File: src/rtl/fpu_issue_ctrl_pkg.sv
// Shared FP pipeline definitions: scoreboard geometry, op latencies and the
// slot record tracked for every in-flight FP instruction.
package fpu_pkg;

   localparam int DEPTH = 4;  // stages to writeback, also the longest latency
   localparam int REG_W = 5;  // FP register index width
   localparam int LAT_W = 3;  // latency field width on the decode side
   localparam int REM_W = 3;  // remaining-latency field width in a slot

   localparam logic [LAT_W-1:0] LAT_CVIF = 3'd2;
   localparam logic [LAT_W-1:0] LAT_LOAD = 3'd3;
   localparam logic [LAT_W-1:0] LAT_ADSB = 3'd3;
   localparam logic [LAT_W-1:0] LAT_MULT = 3'd4;

   localparam logic [REM_W-1:0] REM_ZERO = 3'd0;
   localparam logic [REM_W-1:0] REM_ONE  = 3'd1;

   typedef struct packed {
      logic             valid;
      logic             wr;
      logic [REG_W-1:0] rd;
      logic [REM_W-1:0] rem;
   } slot_t;

   // Slot 1 is the youngest entry, slot DEPTH is the writeback stage.
   typedef slot_t [DEPTH:1] sb_t;

   localparam slot_t SLOT_BUBBLE = '{valid: 1'b0, wr: 1'b0,
                                     rd: {REG_W{1'b0}}, rem: {REM_W{1'b0}}};

   // Latency 0 behaves as 1 and anything beyond DEPTH is clamped; the slot
   // stores latency-1 because it is loaded one edge after issue.
   function automatic logic [REM_W-1:0] lat_to_rem(input logic [LAT_W-1:0] lat);
      logic [REM_W-1:0] rem_s;
      if (lat == 3'd0) begin
         rem_s = REM_ZERO;
      end else if (lat > LAT_W'(DEPTH)) begin
         rem_s = REM_W'(DEPTH - 1);
      end else begin
         rem_s = lat - 3'd1;
      end
      return rem_s;
   endfunction

endpackage

File: src/rtl/fpu_issue_ctrl_if.sv
// Decoder-to-issue-controller bundle: decoded instruction, flush, issue/stall
// handshake, writeback port and performance counter.
interface fpu_issue_ctrl_if #(
   parameter int CNT_W = 32
);
   import fpu_pkg::*;

   logic             in_valid;
   logic [REG_W-1:0] in_rd;
   logic [REG_W-1:0] in_rs1;
   logic [REG_W-1:0] in_rs2;
   logic             in_use_rs1;
   logic             in_use_rs2;
   logic             in_reg_write;
   logic [LAT_W-1:0] in_lat;
   logic             flush;
   logic             issue;
   logic             stall;
   logic             wb_en;
   logic [REG_W-1:0] wb_rd;
   logic             busy;
   logic [CNT_W-1:0] stall_cnt;

   modport master (
      output in_valid, in_rd, in_rs1, in_rs2, in_use_rs1, in_use_rs2,
             in_reg_write, in_lat, flush,
      input  issue, stall, wb_en, wb_rd, busy, stall_cnt
   );

   modport slave (
      input  in_valid, in_rd, in_rs1, in_rs2, in_use_rs1, in_use_rs2,
             in_reg_write, in_lat, flush,
      output issue, stall, wb_en, wb_rd, busy, stall_cnt
   );

endinterface

File: src/rtl/fpu_sb_match.sv
// Youngest-producer finder for one source operand. The forwarding network
// always picks the youngest writer of a register, so only that slot decides
// whether the operand is ready.
module fpu_sb_match
   import fpu_pkg::*;
(
   input  sb_t              sb,
   input  logic [REG_W-1:0] rs,
   input  logic             use_rs,
   output logic             hazard
);

   logic hit_s;

   // Walk from oldest to youngest so the youngest match overwrites the result.
   always_comb begin
      hit_s = 1'b0;
      for (int k = DEPTH; k >= 1; k--) begin
         if (sb[k].valid && sb[k].wr && (sb[k].rd == rs)) begin
            hit_s = (sb[k].rem != REM_ZERO);
         end else begin
            hit_s = hit_s;
         end
      end
   end

   assign hazard = use_rs & hit_s;

endmodule

File: src/rtl/fpu_issue_ctrl.sv
// FP issue and hazard controller: a shifting scoreboard of in-flight
// instructions, RAW stall generation, fixed-stage writeback and a saturating
// stall-cycle counter.
module fpu_issue_ctrl
   import fpu_pkg::*;
#(
   parameter int CNT_W = 32
) (
   input logic             clk,
   input logic             rst,
   fpu_issue_ctrl_if.slave bus
);

   localparam logic [CNT_W-1:0] CNT_MAX = {CNT_W{1'b1}};
   localparam logic [CNT_W-1:0] CNT_ONE = {{(CNT_W-1){1'b0}}, 1'b1};

   sb_t              sb_r;
   sb_t              sb_nxt_s;
   logic             haz_rs1_s;
   logic             haz_rs2_s;
   logic             stall_s;
   logic             issue_s;
   logic             busy_s;
   logic [CNT_W-1:0] cnt_r;

   fpu_sb_match u_match_rs1 (
      .sb     (sb_r),
      .rs     (bus.in_rs1),
      .use_rs (bus.in_use_rs1),
      .hazard (haz_rs1_s)
   );

   fpu_sb_match u_match_rs2 (
      .sb     (sb_r),
      .rs     (bus.in_rs2),
      .use_rs (bus.in_use_rs2),
      .hazard (haz_rs2_s)
   );

   // A stall only blocks the presented instruction; flush additionally kills it.
   assign stall_s = bus.in_valid & (haz_rs1_s | haz_rs2_s);
   assign issue_s = bus.in_valid & ~stall_s & ~bus.flush;

   // Next scoreboard image: new entry or bubble in slot 1, everything else
   // moves one stage older with its remaining latency counting down to zero.
   always_comb begin
      sb_nxt_s = sb_r;
      if (issue_s) begin
         sb_nxt_s[1] = '{valid: 1'b1, wr: bus.in_reg_write, rd: bus.in_rd,
                         rem: lat_to_rem(bus.in_lat)};
      end else begin
         sb_nxt_s[1] = SLOT_BUBBLE;
      end
      for (int k = 2; k <= DEPTH; k++) begin
         sb_nxt_s[k] = sb_r[k-1];
         if (sb_r[k-1].rem != REM_ZERO) begin
            sb_nxt_s[k].rem = sb_r[k-1].rem - REM_ONE;
         end else begin
            sb_nxt_s[k].rem = REM_ZERO;
         end
      end
   end

   // Scoreboard register; flush empties every slot in one edge.
   always_ff @(posedge clk or posedge rst) begin
      if (rst) begin
         sb_r <= {DEPTH{SLOT_BUBBLE}};
      end else if (bus.flush) begin
         sb_r <= {DEPTH{SLOT_BUBBLE}};
      end else begin
         sb_r <= sb_nxt_s;
      end
   end

   // Count cycles lost to RAW hazards, sticking at all-ones.
   always_ff @(posedge clk or posedge rst) begin
      if (rst) begin
         cnt_r <= {CNT_W{1'b0}};
      end else if (stall_s && !bus.flush && (cnt_r != CNT_MAX)) begin
         cnt_r <= cnt_r + CNT_ONE;
      end
   end

   // Any live slot means the pipeline still has work in flight.
   always_comb begin
      busy_s = 1'b0;
      for (int k = 1; k <= DEPTH; k++) begin
         if (sb_r[k].valid) begin
            busy_s = 1'b1;
         end else begin
            busy_s = busy_s;
         end
      end
   end

   assign bus.stall     = stall_s;
   assign bus.issue     = issue_s;
   assign bus.busy      = busy_s;
   assign bus.stall_cnt = cnt_r;
   // The writeback stage is itself a register, so these are flop outputs.
   assign bus.wb_en     = sb_r[DEPTH].valid & sb_r[DEPTH].wr;
   assign bus.wb_rd     = sb_r[DEPTH].rd;

endmodule

File: src/flat_wrapper.sv
// flat-port wrapper written by rule: the top's interface ports become plain ports
module fpu_issue_ctrl_flat import fpu_pkg::*;
#(
   parameter int CNT_W = 32
)
  (clk, rst, bus_in_valid, bus_in_rd, bus_in_rs1, bus_in_rs2, bus_in_use_rs1, bus_in_use_rs2, bus_in_reg_write, bus_in_lat, bus_flush, bus_issue, bus_stall, bus_wb_en, bus_wb_rd, bus_busy, bus_stall_cnt);
  fpu_issue_ctrl_if #(.CNT_W(CNT_W)) bus_i ();
  input logic clk;
  input logic rst;
  input wire logic [$bits(bus_i.in_valid)-1:0] bus_in_valid;
  input wire logic [$bits(bus_i.in_rd)-1:0] bus_in_rd;
  input wire logic [$bits(bus_i.in_rs1)-1:0] bus_in_rs1;
  input wire logic [$bits(bus_i.in_rs2)-1:0] bus_in_rs2;
  input wire logic [$bits(bus_i.in_use_rs1)-1:0] bus_in_use_rs1;
  input wire logic [$bits(bus_i.in_use_rs2)-1:0] bus_in_use_rs2;
  input wire logic [$bits(bus_i.in_reg_write)-1:0] bus_in_reg_write;
  input wire logic [$bits(bus_i.in_lat)-1:0] bus_in_lat;
  input wire logic [$bits(bus_i.flush)-1:0] bus_flush;
  output wire logic [$bits(bus_i.issue)-1:0] bus_issue;
  output wire logic [$bits(bus_i.stall)-1:0] bus_stall;
  output wire logic [$bits(bus_i.wb_en)-1:0] bus_wb_en;
  output wire logic [$bits(bus_i.wb_rd)-1:0] bus_wb_rd;
  output wire logic [$bits(bus_i.busy)-1:0] bus_busy;
  output wire logic [$bits(bus_i.stall_cnt)-1:0] bus_stall_cnt;
  assign bus_i.in_valid = bus_in_valid;
  assign bus_i.in_rd = bus_in_rd;
  assign bus_i.in_rs1 = bus_in_rs1;
  assign bus_i.in_rs2 = bus_in_rs2;
  assign bus_i.in_use_rs1 = bus_in_use_rs1;
  assign bus_i.in_use_rs2 = bus_in_use_rs2;
  assign bus_i.in_reg_write = bus_in_reg_write;
  assign bus_i.in_lat = bus_in_lat;
  assign bus_i.flush = bus_flush;
  assign bus_issue = bus_i.issue;
  assign bus_stall = bus_i.stall;
  assign bus_wb_en = bus_i.wb_en;
  assign bus_wb_rd = bus_i.wb_rd;
  assign bus_busy = bus_i.busy;
  assign bus_stall_cnt = bus_i.stall_cnt;
  fpu_issue_ctrl #(.CNT_W(CNT_W)) u_core (.clk(clk), .rst(rst), .bus(bus_i));
endmodule
File: config.mk
export PLATFORM = sky130hd
export DESIGN_NAME = fpu_issue_ctrl_flat
export DESIGN_NICKNAME = d
export VERILOG_FILES = /design/src/rtl/fpu_issue_ctrl_pkg.sv /design/src/rtl/fpu_issue_ctrl_if.sv /design/src/rtl/fpu_sb_match.sv /design/src/rtl/fpu_issue_ctrl.sv /design/src/flat_wrapper.sv
export SDC_FILE = /design/constraint.sdc
export NUM_CORES = 1
export LEC_CHECK = 0
export BUFFER_PORTS_ARGS = -buffer_cell sky130_fd_sc_hd__buf_2
export CELL_PAD_IN_SITES_DETAIL_PLACEMENT = 0
export CELL_PAD_IN_SITES_GLOBAL_PLACEMENT = 1
export CORE_MARGIN = 5
export CORE_UTILIZATION = 47
export CTS_CLUSTER_SIZE = 40
export DETAILED_ROUTE_END_ITERATION = 7
export PLACE_DENSITY = 0.84
export SYNTH_ARGS = -nofsm -noshare
export SYNTH_HDL_FRONTEND = slang
export SYNTH_SLANG_ARGS = --single-unit
File: constraint.sdc
create_clock -name clk -period 6.35 [get_ports clk]
set_input_delay 1.27 -clock clk [delete_from_list [all_inputs] [get_ports clk]]
set_output_delay 1.27 -clock clk [all_outputs]
set_load 0.1 [all_outputs]
# Word-level counts from Yosys, hierarchy flattened
# Cells that the tools add are included.
# op_classes
n_eq_ne	9
n_reduce_logical	20
muxes	19
magnitude_cmp	1
add_sub_neg	5
n_bitwise	9
# ops
op	n
$eq A5 B5 Y1	8
$mux W40	1
$add A32 B1 Y32 const B	1
$ne A32 B32 Y1 const B	1
$mux W3	5
$logic_and A1 B1 Y1	14
$mux W1	12
$reduce_bool A3 Y1	4
$sub A3 B1 Y3 const B	4
$mux W10	1
$and A1 B1 Y1	6
$gt A3 B3 Y1 const B	1
$logic_not A3 Y1	1
$not A1 Y1	2
$logic_not A1 Y1	1
$or A1 B1 Y1	1
# totals
out_inout_bits	41
regBits	72
inputBits	25
wordCells	80

# Longest topological paths before layout
# Gate-level depths: netlist (run 1).
# logic_depth
word_depth	14
depth_mapped	11
mapped_depth_nobuf	8

# By module
# A second synthesis (run 1) with hierarchy kept.
# unflattened
cells_unflattened	357
hier_area_um2	3738.6
# by_module_without_submodules
mod	cells_each	area_each_um2	seq_area_each_um2	n_inst
fpu_issue_ctrl	281	3165.5	1801.7	1
fpu_sb_match	38	286.5	0.0	2

# Worst setup path before layout (run 1)
# No wires, ideal clock.
# synth_path
kind	input to output
start	input port bus_in_rs2[0]
end	output port bus_stall
t_required_ps	5080
arrival_time_ps	4061
setup_slack_ps	1019
cell_stages	9
cell_sequence	clkbuf_2 -> xor2_1 -> nor4_1 -> nand4_1 -> mux2_1 -> mux2i_1 -> a31oi_4 -> buf_2 -> nor2b_1
# synth_via
elab_chain_len	9
elab_cells_between_ends	15
# synth_lines
element	line_no	source
from (decl)	flat_wrapper.sv:13	input wire logic [$bits(bus_i.in_rs2)-1:0] bus_in_rs2;
$eq A5 B5 Y1	fpu_sb_match.sv:19	if (sb[k].valid && sb[k].wr && (sb[k].rd == rs)) begin
$logic_and A1 B1 Y1	fpu_sb_match.sv:19	
$mux W1 (3 in series)	fpu_sb_match.sv:19	
$mux W1 (*)	fpu_sb_match.sv:19	
$and A1 B1 Y1 (*)	fpu_sb_match.sv:27	assign hazard = use_rs & hit_s;
$or A1 B1 Y1 (*)	fpu_issue_ctrl.sv:41	assign stall_s = bus.in_valid & (haz_rs1_s | haz_rs2_s);
$and A1 B1 Y1 (*)	fpu_issue_ctrl.sv:41	
to (decl)	flat_wrapper.sv:20	output wire logic [$bits(bus_i.stall)-1:0] bus_stall;
# Mark *: on every way between the ends. The rest lies on a longest branch, timed or not.

# Final worst setup path (run 1)
# layout_path
start	input port bus_in_rs1[0]
end	output port bus_stall
# layout_via
elab_chain_len	9
elab_cells_between_ends	15
# layout_lines
element	line_no	source
from (decl)	flat_wrapper.sv:12	input wire logic [$bits(bus_i.in_rs1)-1:0] bus_in_rs1;
$eq A5 B5 Y1	fpu_sb_match.sv:19	
$logic_and A1 B1 Y1	fpu_sb_match.sv:19	
$mux W1 (3 in series)	fpu_sb_match.sv:19	
$mux W1 (*)	fpu_sb_match.sv:19	
$and A1 B1 Y1 (*)	fpu_sb_match.sv:27	
$or A1 B1 Y1 (*)	fpu_issue_ctrl.sv:41	
$and A1 B1 Y1 (*)	fpu_issue_ctrl.sv:41	
# Marks and branches as above.

==> results of run 1 <==
cells by family (layout without fill, tap and decap cells):
| kind of cell | count (synthesis) | after routing | synth area share, % |
|---|---|---|---|
| AND/OR/NAND/NOR | 159 | 159 | 25.5 |
| flip-flops | 72 | 72 | 47.2 |
| XOR/XNOR | 71 | 71 | 16.9 |
| buffers and inverters | 35 | 95 | 4.75 |
| adder cells (fa/ha/maj) | 9 | 9 | 2.82 |
| AO/OA/AOI/OAI | 9 | 9 | 1.96 |
| multiplexers | 3 | 3 | 0.949 |
worst max path at each step:
stage / slack [ns] / cells past startpoint / end / startpoint
floorplan: 1.02 / 9 / bus_stall / bus_in_rs2[0]
finish: 1.40 / 10 / bus_stall / bus_in_rs1[0]
global route: 1.28 / 10 / bus_stall / bus_in_rs2[4]
detailed placement: 1.40 / 10 / bus_stall / bus_in_rs1[4]
global placement: 1.42 / 10 / bus_stall / bus_in_rs1[1]
CTS: 1.39 / 10 / bus_stall / bus_in_rs1[4]
layout make-up:
cell class / instances / area, sq um / area share, %
Multi-Input combinational cell: 251 / 1840 / 42.2
Sequential cell: 72 / 1800 / 41.3
Timing Repair Buffer: 68 / 348 / 7.97
Clock buffer: 11 / 151 / 3.47
Tap cell: 102 / 128 / 2.92
Clock inverter: 5 / 55.1 / 1.26
Inverter: 11 / 41.3 / 0.946
per-layer routing:
metal  wire length, um  share of wire (%)  vias to the layer above
met3               423                5.3                       13
li1                  -                  -                     1322
met5                 0                  0                        -
met2              3540                 44                       73
met1              3970                 49                     1335
met4               112                1.4                        0
cells in the final DEF, fill, tap and decap left out, types with 16 or more instances in the layout:
master and count:
buf_2 65, dfrtp_1 72, nand2_1 21, nand3_1 16, nand4_1 16, nor2b_1 26, nor3_1 22, xnor2_1 21
xor2_1 47
power by group through the flow:
stage | logic, mW | clock network [mW] | registers, mW
after floorplan | 0.0544 | 0 | 0.479
after global placement | 0.0738 | 0 | 0.480
after detailed placement | 0.0749 | 0 | 0.480
after global routing | 0.0821 | 0.395 | 0.472
final | 0.0740 | 0.368 | 0.471
after CTS | 0.0752 | 0.376 | 0.471
state kept, by name, summed over array words and instances, names as in the netlist:
signal	count
u_core.sb_nxt_s	21
u_core.bus.wb_rd	5
u_core.bus.stall_cnt	32
u_core.sb_r	14
stage by stage:
| stage | setup slack [ns] | std cells | power [mW] | area, sq um | util [%] |
|---|---|---|---|---|---|
| CTS | 1.39 | 520 | 0.923 | 4370 | 55.9 |
| detailed placement | 1.40 | 504 | 0.555 | 4160 | 53.3 |
| floorplan | 1.02 | 358 | 0.533 | 3820 | - |
| finish | 1.40 | 520 | 0.914 | 4370 | 55.9 |
| global placement | 1.42 | 504 | 0.554 | 4160 | 53.3 |
| global route | 1.28 | 520 | 0.949 | 4370 | 55.9 |
==> impl_metrics.py, run 1 <==
metrics = {
    "floorplanning": {
        "die_h_um": 100,
        "die_w_um": 100,
        "row_count": 32,
        "start_util_pct": 48.9,
        "die-area_sq_mm": 0.0100,
        "ioPinCount": 66,
        "core_area_sq_mm": 0.00781,
    },
    "timing": {
        "slew_viol_final": 0,
        "finalHoldViolCount": 0,
        "period_share_pct": 78.0,
        "final.setup.tns_ns": 0,
        "fin_crit_ns": 4.95,
        "tightest_slew_ns": 0.897,
        "rsz0062_at_grt": "false",
        "slew_headroom_pct": 40.2,
        "finClkSkew_ns": 0.0129,
        "max_freq_ghz": 0.202,
        "setup_viol": 0,
        "finalHoldWorstSlack_ns": 0.469,
    },
    "power": {
        "power_density_mw_per_mm2": 209,
        "comb_power_share_pct": 8.1,
        "swShare_pct": 24.4,
        "peakVddDrop_uv": 106,
        "p_clk_share_pct": 40.3,
        "seqPwrFrac_pct": 51.6,
        "p_int_uw": 691,
        "p_sw_uw": 223,
        "leakage_nw": 2.25,
    },
    "detailed_routing": {
        "drc": 0,
        "drt-wirelength-per-cell_um": 15.5,
        "drt_wl_total_um": 8050,
        "via_count": 2743,
        "ant_nets": 0,
        "drt-initial-drc-count": 98,
        "avgViaCountPerCell": 5.28,
        "drt-pass1-iter-count": 4,
    },
    "global_route": {
        "met1_usage_pct": 25.0,
        "grt.busiest_layer": "met1",
        "gr-total-overflow": 0,
        "met3_usage_pct": 3.27,
        "antenna_found_initial": 0,
        "grt_first_pass_wirelength_um": 13300,
        "grt_max_degree": 73,
        "grt_util_met2_pct": 23.8,
        "grt_use_total_pct": 16.6,
        "grt_pass1_vias": 2693,
    },
    "clock_tree": {
        "htree_levels": 3,
        "ctsHoldBuffers": 0,
        "cts_buffers": 9,
        "cts.clk_slew.worst_paths_ns": 0.07,
        "cts_setup_buffers": 0,
        "cts_sinks": 72,
        "cts_root_buffer": "clkbuf_8",
        "cts_tree": "done",
        "cts.path.max_buffers": 2,
        "post_cts_resized": 0,
        "clock_latency_ns": 0.34,
    },
    "worst_setup_path": {
        "start_kind": "input pin",
        "r2r_setup_slack_ns": 3.44,
        "timing.rr.start": "u_core.sb_r[31]$_DFF_PP0_",
        "max_stage_delay_ns": 0.50,
        "r2r_cells": 9,
        "cp_top_family": "buffers and inverters",
        "crit_chain": "buf_2 > xnor2_1 > nand4_1 > o211a_1 > or4_1 > a41o_1 > a31oi_4 > buf_4 > nor2b_1 > buf_2",
        "end_kind": "output pin",
        "cp_max_fo": 38,
        "crit_path_frequent_cell": "buf_2",
        "worstPathRequired_ns": 5.08,
        "rr_endpoint": "u_core.bus.stall_cnt[1]$_DFFE_PP0P_",
        "cp_data_arrival_time_ns": 3.68,
        "slowest_stage": "or4_1",
        "worst-setup-path-type": "input pin to output pin",
        "path_buf_inv": 3,
    },
    "cells_and_area": {
        "finalNetCount": 445,
        "drive_gt1_share_pct": 26.6,
        "fillCellCount": 711,
        "n_antenna_cell": 0,
        "area_growth_pct": 14.3,
    },
    "logic_synthesis": {
        "syn_area_per_cell_sq_um": 10.7,
        "yosys_warnings": 0,
        "yosysTopAreaCell": "dfrtp_1",
        "dominantRegCellSynth": "dfrtp_1",
        "synth_edf_count": 0,
        "ys_ff_latch": 72,
        "synth_commonest_cells": "dfrtp_1 (72), xor2_1 (47), nor2b_1 (26), nor3_1 (22)",
        "ys_top_cells_by_area": "dfrtp_1 (47%), xor2_1 (11%), xnor2_1 (4.8%)",
        "synth.distinct_cells": 42,
        "syn_area_sq_mm": 0.00382,
        "synth_nets": 390,
        "synthArstFlopShare_pct": 100,
        "synth_top_area_share_pct": 47.2,
        "yosysSeqAreaShare_pct": 47.2,
        "syn_inst": 358,
        "synth_most_common_cell": "dfrtp_1",
    },
    "job": {
        "cap_viol_max_count": 0,
    },
    "outcome": {
        "outcome": "complete, no violations",
    },
    "placed_design": {
        "globalplace.congestion": 0.830,
        "dp_hpwl_um": 5810,
        "port_buffers": 65,
    },
    "worst_hold_path": {
        "holdCritStartpoint": "u_core.sb_r[10]$_DFF_PP0_",
        "hold_path_depth": 1,
        "holdPathEnd": "u_core.sb_r[20]$_DFF_PP0_",
        "hold_class": "flip-flop to flip-flop",
    },
}
No activity file was read; power rests on OpenSTA's default activity.
==> inputs of run 2 (changes only) <==
CORE_UTILIZATION = 44   (was 47)
PLACE_DENSITY = 0.79   (was 0.84)
clock period = 4.6 ns   (was 6.35 ns; I/O delays follow)
==> run 2 against run 1 <==
  * Count of clock-buffer cells in the layout shrank 1
  * Largest power group is now clock
  * Clock skew grew 0.0020 ns
  * Critical path depth is the same
  * Global-route usage shrank 0.24 points
  * Final area grew 2.1%
  * Die area grew 6.1%
  * Routed wire length grew 0.16%
  * Setup slack lost 0.78 ns
  * Via count shrank 1.0%
  * Highest routed layer is now met5
==> impl_metrics.py, run 2 (synthesized netlist as in run 1, its figures left out) <==
metrics = {
    "clock_tree": {
        "cts_buffers": 9,
        "htree_levels": 3,
        "ctsHoldBuffers": 0,
        "cts_root_buffer": "clkbuf_8",
        "cts.clk_slew.worst_paths_ns": 0.08,
        "cts_tree": "done",
        "cts.path.max_buffers": 2,
        "clock_latency_ns": 0.34,
        "post_cts_resized": 0,
        "cts_sinks": 72,
        "cts_setup_buffers": 0,
    },
    "power": {
        "power_density_mw_per_mm2": 318,
        "power_mw": 1.42,
        "leakage_nw": 2.29,
        "peakVddDrop_uv": 155,
    },
    "worst_setup_path": {
        "timing.rr.start": "u_core.sb_r[31]$_DFF_PP0_",
        "r2r_setup_slack_ns": 1.59,
        "end_kind": "output pin",
        "start_kind": "input pin",
        "cp_data_arrival_time_ns": 3.06,
        "worst-setup-path-type": "input pin to output pin",
        "worstPathRequired_ns": 3.68,
        "rr_endpoint": "u_core.bus.stall_cnt[1]$_DFFE_PP0P_",
        "cp_max_fo": 6,
        "r2r_cells": 9,
    },
    "placed_design": {
        "dp_slack_ns": 0.621,
        "dp_hpwl_um": 5870,
        "port_buffers": 65,
        "globalplace.congestion": 0.899,
        "place_area_sq_mm": 0.00419,
    },
    "detailed_routing": {
        "drt-initial-drc-count": 124,
        "avgViaCountPerCell": 5.16,
        "via_count": 2715,
        "drt_wl_total_um": 8060,
        "drt-pass1-iter-count": 4,
        "ant_nets": 0,
        "drc": 0,
        "drt-wirelength-per-cell_um": 15.3,
    },
    "cells_and_area": {
        "design_area_sq_mm": 0.00446,
        "n_antenna_cell": 0,
        "area_growth_pct": 16.7,
        "finalNetCount": 446,
        "final_common_cell": "dfrtp_1",
        "largest_register_ffs": 32,
        "mostFrequentLayoutCells": "dfrtp_1 (72), buf_2 (64), xor2_1 (47)",
        "drive_gt1_share_pct": 26.8,
    },
    "floorplanning": {
        "row_count": 34,
        "start_util_pct": 44.5,
        "ioPinCount": 66,
        "die_h_um": 103,
        "die_w_um": 103,
        "die-area_sq_mm": 0.0106,
        "core_area_sq_mm": 0.00859,
    },
    "outcome": {
        "outcome": "complete, no violations",
    },
    "global_route": {
        "grt_use_total_pct": 16.3,
        "antenna_found_initial": 1,
        "grt_first_pass_wirelength_um": 13400,
        "gr-total-overflow": 0,
        "grt_max_degree": 54,
        "grt_pass1_vias": 2741,
    },
    "worst_hold_path": {
        "holdPathEnd": "u_core.sb_r[20]$_DFF_PP0_",
        "holdCritStartpoint": "u_core.sb_r[10]$_DFF_PP0_",
        "hold_class": "flip-flop to flip-flop",
        "hold_path_depth": 1,
    },
    "timing": {
        "final.setup.tns_ns": 0,
        "tightest_slew_ns": 1.12,
        "max_freq_ghz": 0.251,
        "setup_viol": 0,
        "fin_ws_ns": 0.620,
        "finClkSkew_ns": 0.0150,
        "finalHoldViolCount": 0,
        "rsz0062_at_grt": "false",
        "finalHoldWorstSlack_ns": 0.448,
        "period_share_pct": 86.5,
        "slew_viol_final": 0,
        "slew_headroom_pct": 25.3,
        "fin_crit_ns": 3.98,
    },
    "job": {
        "cap_viol_max_count": 0,
    },
}
## run 2: changes by cell type in the layout (fill, tap and decap cells not counted)
cell,before,now
buf_12,0,1
clkinv_4,0,1
clkinvlp_4,2,0
buf_2,65,64
clkinv_2,2,0
buf_4,3,4
clkbuf_8,11,10
nor2b_1,26,25
bufinv_16,1,4
nor2b_2,0,1
## run 2: routing by layer
layer	vias to the layer above	GRT usage [%]	share of wire (%)
met5	-	0	0.16
met1	1323	22.2	46
met2	58	24.4	46
met3	18	4.16	4.8
li1	1314	-	-
met4	2	7.87	2.3
## run 2: layout make-up
cell class | instances | area [sq um]
Tap cell | 108 | 135
Fill cell | 804 | 4130
Sequential cell | 72 | 1800
Clock buffer | 10 | 138
Timing Repair Buffer | 69 | 370
Multi-Input combinational cell | 251 | 1840
Clock inverter | 5 | 129
Inverter | 11 | 41.3
## run 2: stage by stage
step                      std cells  utilization, %
final                           526            51.9
after global routing            526            51.9
after CTS                       526            51.9
after detailed placement        511            48.8
after global placement          511            48.8
after floorplan                 358               -
## run 2: how the worst max path moves through the flow
stage / startpoint / slack, ns / end / cells after the start
finish: bus_in_rs1[0] / 0.62 / bus_issue / 10
global route: bus_in_rs1[1] / 0.45 / bus_issue / 10
CTS: bus_in_rs1[0] / 0.61 / bus_issue / 10
detailed placement: bus_in_rs1[0] / 0.62 / bus_issue / 10
global placement: bus_in_rs1[1] / 0.67 / bus_issue / 10
floorplan: bus_in_rs1[1] / 0.36 / bus_issue / 10
## run 2: critical path, cell delays in order
cell     delay (ns)
buf_2          0.14
xnor2_1        0.15
nand4_1        0.15
o211a_1        0.25
or4_1          0.51
a41o_1         0.25
a31oi_4        0.22
nand2_1        0.14
inv_1          0.14
buf_12         0.18
## run 2: report_power, final
part / leakage (nW) / switching, mW / internal, mW / total, mW
clock network: 0.133 / 0.235 / 0.428 / 0.663
registers: 0.996 / 0.00828 / 0.641 / 0.650
logic: 1.16 / 0.0678 / 0.0365 / 0.104
total: 2.29 / 0.311 / 1.11 / 1.42
